`src/rtl/present_inv_sbox_serial.sv`:
```
// Iterative PRESENT inverse S-box layer: NPC nibbles per cycle over a 64-bit state.
// Latency: STEPS = 16/NPC clock edges from accept to out_valid.
// Backpressure: one block in flight. in_ready is low outside IDLE. DONE holds until out_ready.
//
// Ports:
//   clk, rst              rising-edge clock, synchronous active-high reset
//   in_valid/in_ready     accept side; in_data nibble k = in_data[4k+3:4k]
//   out_valid/out_ready   result side; out_data is driven straight from the work register
//   err                   sticky self-check failure (macro PRESENT_INV_SBOX_SELFCHECK_EN), else 0
module present_inv_sbox_serial #(
   parameter int NPC = 4
) (
   input  logic        clk,
   input  logic        rst,
   input  logic        in_valid,
   output logic        in_ready,
   input  logic [63:0] in_data,
   output logic        out_valid,
   input  logic        out_ready,
   output logic [63:0] out_data,
   output logic        err
);

   localparam int STEPS = 16 / NPC;
   localparam int CW    = $clog2(STEPS) + 1;
   localparam int GW    = 4 * NPC;

   generate
      if (!(NPC == 1 || NPC == 2 || NPC == 4 || NPC == 8 || NPC == 16)) begin : g_bad_npc
         $error("present_inv_sbox_serial: NPC must be 1, 2, 4, 8 or 16");
      end
   endgenerate

   function automatic logic [3:0] inv_sbox(input logic [3:0] x);
      logic [3:0] y;
      case (x)
         4'h0: y = 4'h5;  4'h1: y = 4'hE;  4'h2: y = 4'hF;  4'h3: y = 4'h8;
         4'h4: y = 4'hC;  4'h5: y = 4'h1;  4'h6: y = 4'h2;  4'h7: y = 4'hD;
         4'h8: y = 4'hB;  4'h9: y = 4'h4;  4'hA: y = 4'h6;  4'hB: y = 4'h3;
         4'hC: y = 4'h0;  4'hD: y = 4'h7;  4'hE: y = 4'h9;  default: y = 4'hA;
      endcase
      return y;
   endfunction

   typedef enum logic [1:0] {IDLE, BUSY, DONE} state_t;

   state_t         state, state_nxt;
   logic [63:0]    work;
   logic [CW-1:0]  cnt;
   logic [GW-1:0]  grp_in, grp_out;
   logic [63:0]    work_sub;
   logic           accept, last;

   assign accept   = (state == IDLE) && in_valid;
   assign last     = (cnt == CW'(STEPS - 1));
   assign out_data = work;

   // Pick the nibble group addressed by cnt (LSB group first).
   always_comb begin
      grp_in = '0;
      for (int g = 0; g < STEPS; g++) begin
         if (cnt == CW'(g)) grp_in = work[g*GW +: GW];
      end
   end

   // NPC copies of the shared inverse S-box.
   generate
      for (genvar i = 0; i < NPC; i++) begin : g_sbox
         assign grp_out[4*i +: 4] = inv_sbox(grp_in[4*i +: 4]);
      end
   endgenerate

   // Work with the current group replaced; everything else passes through.
   always_comb begin
      work_sub = work;
      for (int g = 0; g < STEPS; g++) begin
         if (cnt == CW'(g)) work_sub[g*GW +: GW] = grp_out;
      end
   end

   always_ff @(posedge clk) begin
      if (rst) state <= IDLE;
      else     state <= state_nxt;
   end

   always_comb begin
      state_nxt = state;
      in_ready  = 1'b0;
      out_valid = 1'b0;
      case (state)
         IDLE: begin
            in_ready = 1'b1;
            if (in_valid) state_nxt = BUSY;
         end
         BUSY: begin
            if (last) state_nxt = DONE;
         end
         DONE: begin
            out_valid = 1'b1;
            if (out_ready) state_nxt = IDLE;
         end
         default: state_nxt = IDLE;
      endcase
   end

   always_ff @(posedge clk) begin
      if (rst) begin
         work <= '0;
         cnt  <= '0;
      end else if (accept) begin
         work <= in_data;
         cnt  <= '0;
      end else if (state == BUSY) begin
         work <= work_sub;
         cnt  <= cnt + 1'b1;
      end
   end

`ifdef PRESENT_INV_SBOX_SELFCHECK_EN
   function automatic logic [3:0] fwd_sbox(input logic [3:0] x);
      logic [3:0] y;
      case (x)
         4'h0: y = 4'hC;  4'h1: y = 4'h5;  4'h2: y = 4'h6;  4'h3: y = 4'hB;
         4'h4: y = 4'h9;  4'h5: y = 4'h0;  4'h6: y = 4'hA;  4'h7: y = 4'hD;
         4'h8: y = 4'h3;  4'h9: y = 4'hE;  4'hA: y = 4'hF;  4'hB: y = 4'h8;
         4'hC: y = 4'h4;  4'hD: y = 4'h7;  4'hE: y = 4'h1;  default: y = 4'h2;
      endcase
      return y;
   endfunction

   logic [63:0] in_copy;
   logic [63:0] fwd_all;
   logic        err_q;

   // Re-encrypt the value being written on the DONE-entry edge so err lines up with out_valid.
   always_comb begin
      fwd_all = '0;
      for (int k = 0; k < 16; k++) fwd_all[4*k +: 4] = fwd_sbox(work_sub[4*k +: 4]);
   end

   always_ff @(posedge clk) begin
      if (rst) begin
         in_copy <= '0;
         err_q   <= 1'b0;
      end else begin
         if (accept) in_copy <= in_data;
         if (state == BUSY && last && fwd_all != in_copy) err_q <= 1'b1;
      end
   end

   assign err = err_q;
`else
   assign err = 1'b0;
`endif

endmodule

```
`config.mk`:
```
export PLATFORM = sky130hd
export DESIGN_NAME = present_inv_sbox_serial
export DESIGN_NICKNAME = d
export VERILOG_FILES = /design/src/rtl/present_inv_sbox_serial.sv
export SDC_FILE = /design/constraint.sdc
export NUM_CORES = 1
export LEC_CHECK = 0
export BUFFER_PORTS_ARGS = -buffer_cell sky130_fd_sc_hd__buf_4
export CORE_ASPECT_RATIO = 0.6
export CORE_MARGIN = 2
export CORE_UTILIZATION = 35
export DETAILED_ROUTE_END_ITERATION = 10
export SLEW_MARGIN = 10
export SYNTH_ARGS = -nofsm -noshare
export SYNTH_HDL_FRONTEND = slang
export SYNTH_SLANG_ARGS = --single-unit
export TNS_END_PERCENT = 30
```
`constraint.sdc`:
```
create_clock -name clk -period 2.9 [get_ports clk]
set_input_delay 0.58 -clock clk [delete_from_list [all_inputs] [get_ports clk]]
set_output_delay 0.58 -clock clk [all_outputs]
set_load 0.005 [all_outputs]
```
==> results of run 1 <==
layout make-up:
class	count	area, µm²
clock buffer	10	229
clock inverter	6	111
fill	1098	5540
inverter	13	51.3
multi-input combinational	349	2560
sequential	69	1380
tap	160	200
timing repair buffer	166	1260
power breakdown:
group / internal, mW / leakage (nW) / switching [mW]
Clock: 0.840 / 0.163 / 0.423
Sequential: 1.03 / 0.568 / 0.0843
Combinational: 0.493 / 1.66 / 0.537
cells in the final DEF (no fill, tap or decap), types with 5 or more instances in the layout:
master,Yosys,layout
dfxtp_1,69,67
nor2_1,10,8
o211ai_1,6,6
inv_1,8,8
o22ai_1,14,14
nand2_1,11,11
o21ai_0,12,11
nand3_1,7,7
buf_4,2,165
o21ai_1,43,44
ha_1,9,7
a221o_1,6,6
and3_1,14,14
a21oi_2,3,5
nand2b_1,5,5
a31oi_1,16,16
a22oi_1,49,49
nor2b_1,16,16
a211oi_2,7,11
nor3_1,10,10
a21oi_1,22,20
and2_1,10,10
nand3b_1,13,13
a211o_1,7,7
clkbuf_16,0,9
flip-flops by register name, indices dropped and copies added, names as in the netlist:
signal and flops:
cnt 3, out_data 64, state 2
through the flow:
step	utilization, %	area (µm²)	total power, mW
3_5_place_dp	47.2	5350	2.10
6_report	51.1	5790	3.41
2_1_floorplan	-	4080	1.70
5_1_grt	51.1	5790	3.57
4_1_cts	50.2	5690	3.37
3_3_place_gp	47.2	5350	2.10
routing by layer:
metal  GRT usage [%]  vias up  part of all wire (%)
li1                -     2095                     -
met1            34.0     2120                    48
met2            34.4      175                    43
met3            5.69       14                   8.6
met4            5.70        0                  0.80
met5               0        -                     0
kinds of logic (layout without fill, tap and decap cells):
kind of cell    count (synthesis)  in the layout  share of synthesized area [%]
compound gates                214            214                           38.0
simple gates                  117            117                           18.1
flops                          69             69                           33.8
buf+inv                        47            195                           5.27
fa+ha+maj                       9              9                           2.76
mux                             6              6                           1.53
xor+xnor                        2              2                          0.429
other cells                     1              1                         0.0919
critical path, stage by stage, from the launching register on:
cell	delay, ns
dfxtp_2	0.35
inv_1	0.06
ha_2	0.20
buf_4	0.18
a221o_1	0.38
a32oi_4	0.32
inv_4	0.09
ha_1	0.35
a21oi_2	0.12
a211oi_1	0.07
a311oi_2	0.36
o21ai_1	0.13
what timing repair did:
item / CTS / global route
setup endpoints to repair: 0 / 43
hold buffers: 0 / 0
buffers inserted: 0 / 6
resized for setup: 0 / 14
final timing paths:
path | startpoint | to | slack [ns]
worst max-delay path | cnt[1] | out_data[51] | 0.15
worst min-delay path | in_data[60] | out_data[60] | 0.46
worst max register to register | cnt[1] | out_data[51] | 0.15
worst min register to register | state[1] | state[0] | 0.51
==> flow_summary.ini, run 1 <==
[setup_path]
start_kind = flop
cp_max_fo = 12
critical_path.endpoint_type = flop
critPathKind = flop to flop
rr_worst_depth = 11
crit_required_ns = 3.11
arrival_ns = 2.96

[floorplan]
fp.dieArea_mm2 = 0.0126
die_height_um = 87.6
coreArea_mm2 = 0.0113
initial_core_util_pct = 36.0
die_x_um = 143
ios = 135
rows = 30

[place]
gp_congestion = 0.892
place_inst = 751
dp_hpwl_um = 10900
port_buffers = 133
dp_worst_setup_slack_ns = 0.0769

[timing]
finalSetupViolCount = 0
skew_ns = 0.00485
fin_setup_tns_ns = 0
period_share_pct = 94.7
worst_hold_slack_ns = 0.461
maxSlewViolCount = 0
finalCriticalPeriod_ns = 2.75
worst_pin_slew_ns = 0.738
layout_setup_ws_ns = 0.154
finalHoldViolCount = 0
maxSlewHeadroom_pct = 50.6
fmax_mhz = 364

[routing]
wl_per_cell_um = 19.2
drc = 0
viasPerCell = 5.70
drtAntennaViolNets = 0
vias = 4404
firstDrtPassIters = 5
first_iter_violations = 377
routed_wl_um = 14800

[clock_tree]
cts_inserted_buffers = 9
cts.sinks = 69
cts.clk_slew.worst_paths_ns = 0.06
root_buffer = clkbuf_16
htreeDepth = 3
cts_buffer_depth = 2
tritoncts = yes
clock_latency_ns = 0.34

[logic_synthesis]
synth_warnings = 0
async_flop_share_pct = 0
synth.avg_cell_area_um2 = 8.78
synth_fp_nets = 542
synth-seq-cells = 69
ys_seq_area_share_pct = 33.8
yosysMostFrequentCell = dfxtp_1
netlist.area_leader.share_pct = 33.8
yosys.area.top_type = dfxtp_1
netlist_area_mm2 = 0.00408
synth-main-ff-cell = dfxtp_1
synth_edf_count = 0
synth_cells = 465
ys_top_cells_by_area = dfxtp_1 (34%), a22oi_1 (9.0%), o21ai_1 (5.3%), ha_1 (2.8%), a21oi_1 (2.7%)
synth_cell_types = 60
synth_common_cells = dfxtp_1 (69), a22oi_1 (49), o21ai_1 (43), a21oi_1 (22), clkbuf_1 (21)

[power]
power_density_mw_per_mm2 = 588
ir_drop_uv = 302
leakagePower_nw = 2.39

[global_route]
grt_pass1_vias = 4046
grt_use_total_pct = 23.3
antenna_found_initial = 0
grt_pass1_wl_um = 22400
overflow = 0
grt_max_degree = 27

[finish]
fin_cells = 773
antennaDiodeCount = 0
layout-drive-gt1-share_pct = 37.8
fin_nets = 685
syn_to_final_growth_pct = 42.0

[hold_path]
hp-class = input port to flop
hold_path_depth = 3

[outcome]
outcome = completed

[flow_run]
maxCapViolations = 0
(Power assumes the default switching activity.)
==> inputs of run 2 (changes only) <==
--- a/config.mk
+++ b/config.mk
@@ -8,8 +8,9 @@
 export BUFFER_PORTS_ARGS = -buffer_cell sky130_fd_sc_hd__buf_4
 export CORE_ASPECT_RATIO = 0.6
 export CORE_MARGIN = 2
-export CORE_UTILIZATION = 35
+export CORE_UTILIZATION = 50
 export DETAILED_ROUTE_END_ITERATION = 10
+export PLACE_DENSITY = 0.79
 export SLEW_MARGIN = 10
 export SYNTH_ARGS = -nofsm -noshare
 export SYNTH_HDL_FRONTEND = slang
==> run 2 against run 1 <==
Via count is 2.3% higher. Core utilization is 21 points higher. Cell count is 7.5% lower. Register-to-register slack worse by 0.12 ns. Clock-buffer cell count is 1 higher. Sequential share of layout area is 0.55 points higher. Critical path depth stayed put. Design area is 2.3% lower. Power is 4.0% lower. Sequential power hardly changed. Maximum frequency is 4.1% lower. Non-clock buffer count is 6 lower. Largest cell class unchanged. Highest routed layer unchanged.
==> flow_summary.ini, run 2 (same netlist as run 1, synthesis figures left out) <==
[timing]
layout_setup_ws_ns = 0.0382
finalHoldViolCount = 0
maxSlewViolCount = 0
skew_ns = 0.00602
maxSlewHeadroom_pct = 18.0
worst_hold_slack_ns = 0.459
finalCriticalPeriod_ns = 2.86
period_share_pct = 98.7
fin_setup_tns_ns = 0
worst_pin_slew_ns = 1.23
fmax_mhz = 349
finalSetupViolCount = 0

[power]
leakagePower_nw = 2.35
sw_frac_of_total_pct = 32.3
p_int_mw = 2.22
switching_power_mw = 1.06
p_seq_share_pct = 33.9
clock_power_share_pct = 35.0
combPwrFrac_pct = 31.1
power_density_mw_per_mm2 = 578
ir_drop_uv = 369

[place]
dp_hpwl_um = 10100
gp_congestion = 0.982
port_buffers = 133
place_inst = 693
dp_worst_setup_slack_ns = 0.0814

[clock_tree]
tritoncts = yes
cts.sinks = 69
htreeDepth = 3
cts.clk_slew.worst_paths_ns = 0.06
cts_buffer_depth = 2
cts_inserted_buffers = 9
clock_latency_ns = 0.35
cts_hold_repair.buffers = 0
root_buffer = clkbuf_16

[routing]
vias = 4506
routed_wl_um = 14200
first_iter_violations = 498
firstDrtPassIters = 5
wl_per_cell_um = 19.8
drtAntennaViolNets = 0
viasPerCell = 6.30
drc = 0

[outcome]
outcome = completed

[setup_path]
r2r_start = cnt[0]
start_kind = flop
critical_path.endpoint_type = flop
cp_max_fo = 11
rr_worst_depth = 11
critPathKind = flop to flop
arrival_ns = 3.08
crit_required_ns = 3.12
rrSetupSlack_ns = 0.04
r2r-end = out_data[27]

[global_route]
overflow = 0
grt_use_total_pct = 31.7
antenna_found_initial = 0
grt_pass1_wl_um = 21800
grt_max_degree = 25
grt_pass1_vias = 4106

[finish]
final_common_cell = buf_4
fin_cells = 715
final_cell_mix = buf_4 (158), dfxtp_1 (67), a22oi_1 (49)
largest_reg_flops = 64
syn_to_final_growth_pct = 38.7
fin_nets = 679
antennaDiodeCount = 0
layout-drive-gt1-share_pct = 37.1

[hold_path]
hp-start = in_data[58]
holdPathEnd = out_data[58]
hold_path_depth = 3
hp-class = input port to flop

[floorplan]
initial_core_util_pct = 51.8
ios = 135
coreArea_mm2 = 0.00788
die_height_um = 74.0
fp.dieArea_mm2 = 0.00893
die_x_um = 121
rows = 25

[flow_run]
maxCapViolations = 0
-- run 2: cell types whose count changed in the layout (fill, tap and decap cells not counted), sizes merged --
cell | previous run | this run
buf | 166 | 160
bufinv | 3 | 1
clkbuf | 10 | 11
clkinvlp | 1 | 2
-- run 2: worst max path at each step --
stage,startpoint,to,slack [ns],depth (start not counted)
2_1_floorplan,cnt[0],out_data[23],0.27,12
3_3_place_gp,cnt[0],out_data[23],0.16,11
3_5_place_dp,cnt[1],out_data[35],0.08,11
4_1_cts,cnt[0],out_data[60],0.02,11
5_1_grt,cnt[0],out_data[23],-0.001,11
6_report,cnt[0],out_data[27],0.04,11
-- run 2: critical path, stage by stage (launching register included) --
cell and delay, ns:
dfxtp_2 0.34, ha_1 0.20, ha_1 0.22, or2_4 0.34
a211oi_1 0.20, a21o_2 0.20, inv_1 0.11, ha_1 0.31
a21oi_1 0.18, a311o_1 0.16, nor3b_2 0.35, o21ai_1 0.12
-- run 2: per-stage QoR --
step / utilization [%] / cell area, µm² / power, mW
final: 71.8 / 5660 / 3.27
after global routing: 71.8 / 5660 / 3.40
after CTS: 70.5 / 5560 / 3.21
after detailed placement: 66.6 / 5250 / 2.08
after global placement: 66.6 / 5250 / 2.06
after floorplan: - / 4080 / 1.70
-- run 2: power by group through the flow --
stage                     sequential [mW]  clock, mW  combinational (mW)
after floorplan                      1.11          0               0.592
after global placement               1.12          0               0.934
after detailed placement             1.12          0               0.958
after CTS                            1.11       1.14               0.968
after global routing                 1.12       1.19                1.09
final                                1.11       1.14                1.02
-- run 2: final cells by class --
cell class              count  area, µm²
inverters                  13       51.3
flip-flops and latches     69       1380
clock inverters             5       58.8
well taps                 108        135
clock buffers              11        253
repair buffers            160       1230
multi-input cells         349       2550
fillers                   619       2220
-- run 2: timing repair --
item | in CTS | in global routing
buffers inserted | 0 | 6
gates resized for setup | 0 | 11
endpoints found under the setup margin | 0 | 28
-- run 2: per-layer routing --
layer,track usage (%),up-vias,routed length [µm]
li1,-,2081,-
met1,43.8,2142,6320
met2,47.6,255,6110
met3,10.8,28,1510
met4,8.79,0,238
met5,0,-,0
